File: config.mk
export PLATFORM = sky130hd
export DESIGN_NAME = cpu_bus_adapter
export DESIGN_NICKNAME = d
export VERILOG_FILES = /design/src/rtl/cpu_bus_adapter_pkg.sv /design/src/rtl/cpu_bus_adapter_timeout.sv /design/src/rtl/cpu_bus_adapter.sv
export SDC_FILE = /design/constraint.sdc
export NUM_CORES = 1
export LEC_CHECK = 0
export ABC_AREA = 1
export CORE_AREA = 5 5 80 138
export DETAILED_ROUTE_END_ITERATION = 7
export DIE_AREA = 0 0 85 143
export MAX_ROUTING_LAYER = met4
export PLACE_DENSITY = 0.91
export SLEW_MARGIN = 20
export SYNTH_ARGS = -nofsm -noshare
export SYNTH_HDL_FRONTEND = slang
export SYNTH_SLANG_ARGS = --single-unit
File: constraint.sdc
create_clock -name clk -period 3.4 [get_ports clk]
set_input_delay 0.68 -clock clk [delete_from_list [all_inputs] [get_ports clk]]
set_output_delay 0.68 -clock clk [all_outputs]
set_load 0.01 [all_outputs]
File: src/rtl/cpu_bus_adapter_pkg.sv
// cpu_bus_adapter_pkg
//   Shared definitions for the CPU-to-SoC bus adapter: the FSM state
//   encoding (BUS_ST_*) and the default bus timeout (BUS_TIMEOUT_DEFAULT).
//   Optional feature macro used by the adapter: KIANV_BUS_TIMEOUT_EN.
package cpu_bus_adapter_pkg;

  typedef enum logic [1:0] {
    BUS_ST_IDLE = 2'd0,
    BUS_ST_REQ  = 2'd1,
    BUS_ST_DONE = 2'd2
  } bus_state_e;

  localparam int unsigned BUS_TIMEOUT_DEFAULT = 1024;

endpackage

File: src/rtl/cpu_bus_adapter_timeout.sv
// bus_timeout_counter
//   16-bit wait-cycle counter for the bus adapter. Only instantiated when
//   KIANV_BUS_TIMEOUT_EN is defined.
// Ports:
//   clk, resetn  clock and asynchronous active-low reset
//   clear        restart the count at zero (new bus request captured)
//   enable       count one wait cycle (request outstanding, no bus_ready)
//   expired      count has reached LIMIT-1
module bus_timeout_counter #(
  parameter int unsigned LIMIT = 1024
) (
  input  logic clk,
  input  logic resetn,
  input  logic clear,
  input  logic enable,
  output logic expired
);

  logic [15:0] count;

  always_ff @(posedge clk or negedge resetn) begin
    if (!resetn) begin
      count <= '0;
    end else if (clear) begin
      count <= '0;
    end else if (enable && !expired) begin
      count <= count + 16'd1;
    end
  end

  assign expired = (count == 16'(LIMIT - 1));

endmodule

File: src/rtl/cpu_bus_adapter.sv
// cpu_bus_adapter
//   Converts the control unit's held memory request into a registered
//   valid/ready SoC bus transaction, returns read data with a one-cycle
//   cpu_ready pulse. With KIANV_BUS_TIMEOUT_EN defined, a request that the
//   slave never answers is ended after TIMEOUT_CYCLES with cpu_fault.
// Ports:
//   clk, resetn                         clock, async active-low reset
//   cpu_valid/addr/wdata/wstrb (in)     CPU request, wstrb==0 means read
//   cpu_ready/rdata/fault (out)         registered completion, data, fault
//   bus_valid/addr/wdata/wstrb (out)    registered bus request
//   bus_ready/rdata (in)                slave completion and read data
module cpu_bus_adapter
  import cpu_bus_adapter_pkg::*;
#(
  parameter int unsigned TIMEOUT_CYCLES = BUS_TIMEOUT_DEFAULT
) (
  input  logic        clk,
  input  logic        resetn,
  input  logic        cpu_valid,
  input  logic [31:0] cpu_addr,
  input  logic [31:0] cpu_wdata,
  input  logic [3:0]  cpu_wstrb,
  output logic        cpu_ready,
  output logic [31:0] cpu_rdata,
  output logic        cpu_fault,
  output logic        bus_valid,
  output logic [31:0] bus_addr,
  output logic [31:0] bus_wdata,
  output logic [3:0]  bus_wstrb,
  input  logic        bus_ready,
  input  logic [31:0] bus_rdata
);

  if (TIMEOUT_CYCLES < 2 || TIMEOUT_CYCLES > 65535) begin : g_bad_timeout
    $error("cpu_bus_adapter: TIMEOUT_CYCLES out of range 2..65535");
  end

  bus_state_e  state, state_nxt;
  logic        bus_valid_nxt;
  logic [31:0] bus_addr_nxt;
  logic [31:0] bus_wdata_nxt;
  logic [3:0]  bus_wstrb_nxt;
  logic        cpu_ready_nxt;
  logic [31:0] cpu_rdata_nxt;
  logic        cpu_fault_nxt;

`ifdef KIANV_BUS_TIMEOUT_EN
  logic expired;

  bus_timeout_counter #(
    .LIMIT (TIMEOUT_CYCLES)
  ) u_timeout (
    .clk     (clk),
    .resetn  (resetn),
    .clear   ((state == BUS_ST_IDLE) && cpu_valid),
    .enable  ((state == BUS_ST_REQ) && !bus_ready),
    .expired (expired)
  );
`endif

  always_ff @(posedge clk or negedge resetn) begin
    if (!resetn) begin
      state <= BUS_ST_IDLE;
    end else begin
      state <= state_nxt;
    end
  end

  // Next-state and next-output logic; every output is registered below so
  // nothing from bus_ready/bus_rdata reaches a port combinationally.
  always_comb begin
    state_nxt     = state;
    bus_valid_nxt = bus_valid;
    bus_addr_nxt  = bus_addr;
    bus_wdata_nxt = bus_wdata;
    bus_wstrb_nxt = bus_wstrb;
    cpu_ready_nxt = 1'b0;
    cpu_rdata_nxt = cpu_rdata;
    cpu_fault_nxt = 1'b0;
    case (state)
      BUS_ST_IDLE: begin
        if (cpu_valid) begin
          bus_addr_nxt  = cpu_addr;
          bus_wdata_nxt = cpu_wdata;
          bus_wstrb_nxt = cpu_wstrb;
          bus_valid_nxt = 1'b1;
          state_nxt     = BUS_ST_REQ;
        end
      end
      BUS_ST_REQ: begin
        // bus_ready takes priority over an expiry in the same cycle.
        if (bus_ready) begin
          bus_valid_nxt = 1'b0;
          cpu_ready_nxt = 1'b1;
          if (bus_wstrb == 4'd0) begin
            cpu_rdata_nxt = bus_rdata;
          end
          state_nxt = BUS_ST_DONE;
        end
`ifdef KIANV_BUS_TIMEOUT_EN
        else if (expired) begin
          bus_valid_nxt = 1'b0;
          cpu_ready_nxt = 1'b1;
          cpu_fault_nxt = 1'b1;
          cpu_rdata_nxt = 32'd0;
          state_nxt     = BUS_ST_DONE;
        end
`endif
      end
      BUS_ST_DONE: begin
        // cpu_valid is still high here; it is not a new request.
        state_nxt = BUS_ST_IDLE;
      end
      default: begin
        state_nxt     = BUS_ST_IDLE;
        bus_valid_nxt = 1'b0;
      end
    endcase
  end

  always_ff @(posedge clk or negedge resetn) begin
    if (!resetn) begin
      bus_valid <= 1'b0;
      bus_addr  <= '0;
      bus_wdata <= '0;
      bus_wstrb <= '0;
      cpu_ready <= 1'b0;
      cpu_rdata <= '0;
    end else begin
      bus_valid <= bus_valid_nxt;
      bus_addr  <= bus_addr_nxt;
      bus_wdata <= bus_wdata_nxt;
      bus_wstrb <= bus_wstrb_nxt;
      cpu_ready <= cpu_ready_nxt;
      cpu_rdata <= cpu_rdata_nxt;
    end
  end

`ifdef KIANV_BUS_TIMEOUT_EN
  always_ff @(posedge clk or negedge resetn) begin
    if (!resetn) begin
      cpu_fault <= 1'b0;
    end else begin
      cpu_fault <= cpu_fault_nxt;
    end
  end
`else
  assign cpu_fault = 1'b0;
`endif

endmodule

## Word-level counts from Yosys, hierarchy flattened

Cells that the tools add are included.

- Flip-flop bits (word level): 104
- Output and inout bits: 103

- Equality and inequality tests: 4
- Mux-type cells: 8
- Bitwise logic cells: 1
- Reduce and logical (&&, ||, !) cells: 6

Operators by type and width:

| cell | number |
|---|---|
| AND reduction 3 bit | 2 |
| zero test 4 bit | 1 |
| 2-to-1 mux 1 bit | 4 |
| 2-to-1 mux 2 bit | 2 |
| inequality test 2 bit (second input constant) | 2 |
| one-hot mux 2 bit (2 select lines) | 1 |
| AND reduction 2 bit | 2 |
| one-hot mux 1 bit (3 select lines) | 1 |
| equality test 2 x 1 -> 1 bit (second input constant) | 1 |
| equality test 2 bit (second input constant) | 1 |
| zero test 2 bit | 1 |
| inverter 1 bit | 1 |

## Logic depth before layout (Yosys ltp)

- Depth in word-level cells: 3
- Mapped depth: 6

## Worst setup path before layout

OpenSTA, ideal clock, no wires.

- Path kind: input-to-reg
- From: input cpu_valid
- To: register bus_addr[23]
- Arrival: 1.170 ns
- Required time: 3.269 ns
- Slack: 2.099 ns
- Stages: 5
- Path through: nand3_2 > buf_6 > buf_4 > nand2_1 > o21ai_0

- Cells in the longest elaborated chain, start to end: 1

RTL lines:

| element | RTL line | text |
|---|---|---|
| start: declaration | cpu_bus_adapter.sv:19 | `input logic cpu_valid,` |
| AND reduction 2 bit (no source line) | -- |  |
| end signal: assignment | cpu_bus_adapter.sv:131 | `bus_addr <= bus_addr_nxt;` |
| end: declaration | cpu_bus_adapter.sv:27 | `output logic [31:0] bus_addr,` |

No other way between the ends.
A chain may end at the register's enable or synchronous reset.

## Worst setup path after layout

- From: input bus_ready
- To: register cpu_rdata[18]

- Cells in the longest elaborated chain, start to end: 1

RTL lines:

| element | RTL line | text |
|---|---|---|
| start: declaration | cpu_bus_adapter.sv:30 | `input logic bus_ready,` |
| AND reduction 3 bit (no source line) | -- |  |
| end signal: assignment | cpu_bus_adapter.sv:135 | `cpu_rdata <= cpu_rdata_nxt;` |
| end: declaration | cpu_bus_adapter.sv:24 | `output logic [31:0] cpu_rdata,` |

No other way between the ends.

==> impl_metrics.json <==
{
  "synth_top_area_share_pct": 62.0,
  "overflow": 0,
  "crit_type": "primary input to register",
  "peakVddDrop_mv": 0.514,
  "maxCapViolCount": 0,
  "rsz0062_at_grt": "no",
  "cts_hold_buf": 0,
  "whs_ns": 0.483,
  "ys_types": 18,
  "num_vias": 3558,
  "crit_path_start_kind": "primary input",
  "period_share_pct": 59.7,
  "worst_pin_slew_ns": 0.929,
  "synth_sequential_area_ratio_pct": 62.0,
  "cp.required_ns": 3.67,
  "ys_top_cells_by_area": "dfrtp_1 62%, nand2_1 11%, o21ai_0 8.5%, inv_1 6.3%, o21ai_1 3.6%",
  "htreeDepth": 3,
  "dp_hpwl_um": 8820,
  "dieArea_um2": 12200,
  "vias_per_cell": 4.63,
  "clk_pin_slew_ns": 0.07,
  "worstPathArrival_ns": 2.30,
  "setup_tns_ns": 0,
  "numPortBuffers": 205,
  "routabilityCongestion": 0.804,
  "drive_above_1_share_pct": 5.44,
  "synthFlopType": "dfrtp_1",
  "synth.most_common_cell": "nand2_1",
  "cts_inserted_buffers": 9,
  "wire_per_inst_um": 14.8,
  "fillCellCount": 727,
  "maxSlewHeadroom_pct": 38.1,
  "clk_path_buf_depth": 2,
  "max_stage_delay_ns": 0.53,
  "area_delta_synth_final_pct": 55.6,
  "hold_viol_final": 0,
  "boundaryPins": 207,
  "status": "complete, no violations",
  "synth-async-reset-ratio_pct": 100,
  "cp_slowest_cell": "clkdlybuf4s50_1",
  "crit_path_end_kind": "register",
  "synth_warnings": 0,
  "syn_area_um2": 4200,
  "finalSetupViolations": 0,
  "start_util_pct": 43.1,
  "stdcell_count": 768,
  "grt_max_degree": 87,
  "dieWidth_um": 85,
  "p_leak_nw": 3.17,
  "ys_top_cells_by_count": "125 x nand2_1, 104 x dfrtp_1, 71 x o21ai_0",
  "finalCriticalPeriod_ns": 2.03,
  "dpl.cell_count": 753,
  "pwr_density_cell_nw_per_um2": 818,
  "cts_tree": "yes",
  "antenna_cells": 0,
  "critPathMostFrequentCell": "nand2_1",
  "nNetsFinal": 743,
  "postRouteAntennaNets": 0,
  "synth_edf_count": 0,
  "drc": 0,
  "rows": 48,
  "ys_seq_elements": 104,
  "synth_top_area_cell": "dfrtp_1",
  "final_core_util_pct": 67.1,
  "ctsRootBufferMaster": "clkbuf_16",
  "grt_pass1_vias": 3627,
  "clock-sinks": 104,
  "routed_wl_um": 11400,
  "fmax_mhz": 493,
  "clock-skew-final_ns": 0.00730,
  "cp_max_fo": 35,
  "hold_path.class": "register to register",
  "crit_chain": "clkdlybuf4s50_1, nand3_4, nor2_8, nand2_1, nand2_1",
  "syn-num-nets": 549,
  "syn_inst": 445,
  "drt_iter0_markers": 173,
  "core_area_um2": 9730,
  "grt.total_usage_pct": 19.4,
  "grt_pass1_wl_um": 17900,
  "avgSynthCellArea_um2": 9.43,
  "die_h_um": 143,
  "antenna_found_initial": 0,
  "firstDrtPassIters": 5,
  "slew_violations": 0,
  "postCtsResizedCells": 0,
  "clk_latency_ns": 0.34,
  "cts_post_setup_buffers_inserted": 0
}
-- placed cells by master (no fill, tap or decap), types with 2 or more instances in the layout --
| master | n |
|---|---|
| buf_4 | 3 |
| clkbuf_16 | 9 |
| clkbuf_8 | 2 |
| clkdlybuf4s50_1 | 204 |
| dfrtp_1 | 104 |
| inv_1 | 70 |
| inv_2 | 2 |
| nand2_1 | 125 |
| nand2_2 | 11 |
| nand3_4 | 2 |
| nor2_1 | 3 |
| o21ai_0 | 71 |
| o21ai_1 | 30 |
-- state kept, by name, indices dropped and copies added, names as in the netlist --
| signal | flops |
|---|---|
| bus_wdata | 32 |
| cpu_rdata | 32 |
| cpu_ready | 1 |
| bus_valid | 1 |
| bus_addr | 32 |
| bus_wstrb | 4 |
| state | 2 |
-- power by group --
group | internal (mW) | switching, mW | total (mW)
Combinational | 1.22 | 1.01 | 2.23
Clock | 0.610 | 0.429 | 1.04
Sequential | 1.78 | 0.303 | 2.08
-- metrics by stage --
step | total power, mW | cell area [um^2] | setup WS (ns)
6_report | 5.34 | 6530 | 1.37
5_1_grt | 5.69 | 6530 | 1.25
4_1_cts | 5.41 | 6530 | 1.36
3_5_place_dp | 4.36 | 6230 | 1.01
3_3_place_gp | 4.25 | 6230 | 1.09
2_1_floorplan | 2.94 | 4200 | 2.10
-- layout make-up --
cell class | instances | area, um^2 | share of cell area [%]
sequential | 104 | 2600 | 39.8
timing repair buffer | 208 | 2080 | 31.9
multi-input combinational | 244 | 1110 | 17.0
inverter | 72 | 270 | 4.14
clock buffer | 11 | 253 | 3.87
tap | 125 | 156 | 2.39
clock inverter | 4 | 52.6 | 0.804
-- kinds of logic after synthesis --
kind of cell,Yosys count,share of synthesized area [%]
other,1,0.0893
flip-flops,104,62.0
AND/OR/NAND/NOR,142,14.2
buffers and inverters,97,11.7
AO/OA/AOI/OAI,101,12.0
-- worst max-delay path, delay by kind of cell --
family | cells | cell delay [ns]
buffers and inverters | 1 | 0.53
AND/OR/NAND/NOR | 4 | 1.08
-- path summary, 6_finish.rpt --
| path | to | start | cells past startpoint | slack, ns |
|---|---|---|---|---|
| max in group asynchronous | bus_addr[29] | resetn | 2 | 2.10 |
| setup / recovery | cpu_rdata[18] | bus_ready | 5 | 1.37 |
| setup reg to reg | cpu_rdata[18] | bus_wstrb[3] | 5 | 1.68 |
| min in group asynchronous | bus_wdata[19] | resetn | 1 | 0.50 |
| hold / removal | bus_addr[24] | bus_addr[24] | 2 | 0.48 |
| hold reg to reg | bus_addr[24] | bus_addr[24] | 2 | 0.48 |
-- metal layers --
metal	share of wire (%)	track usage [%]	wire length (um)	vias up
li1	-	-	-	1750
met4	1.4	6.34	161	0
met5	0	-	0	-
met1	37	20.8	4170	1660
met3	6.1	5.20	699	12
met2	56	34.4	6370	136
Note: power is estimated with default switching activity, not from simulation.
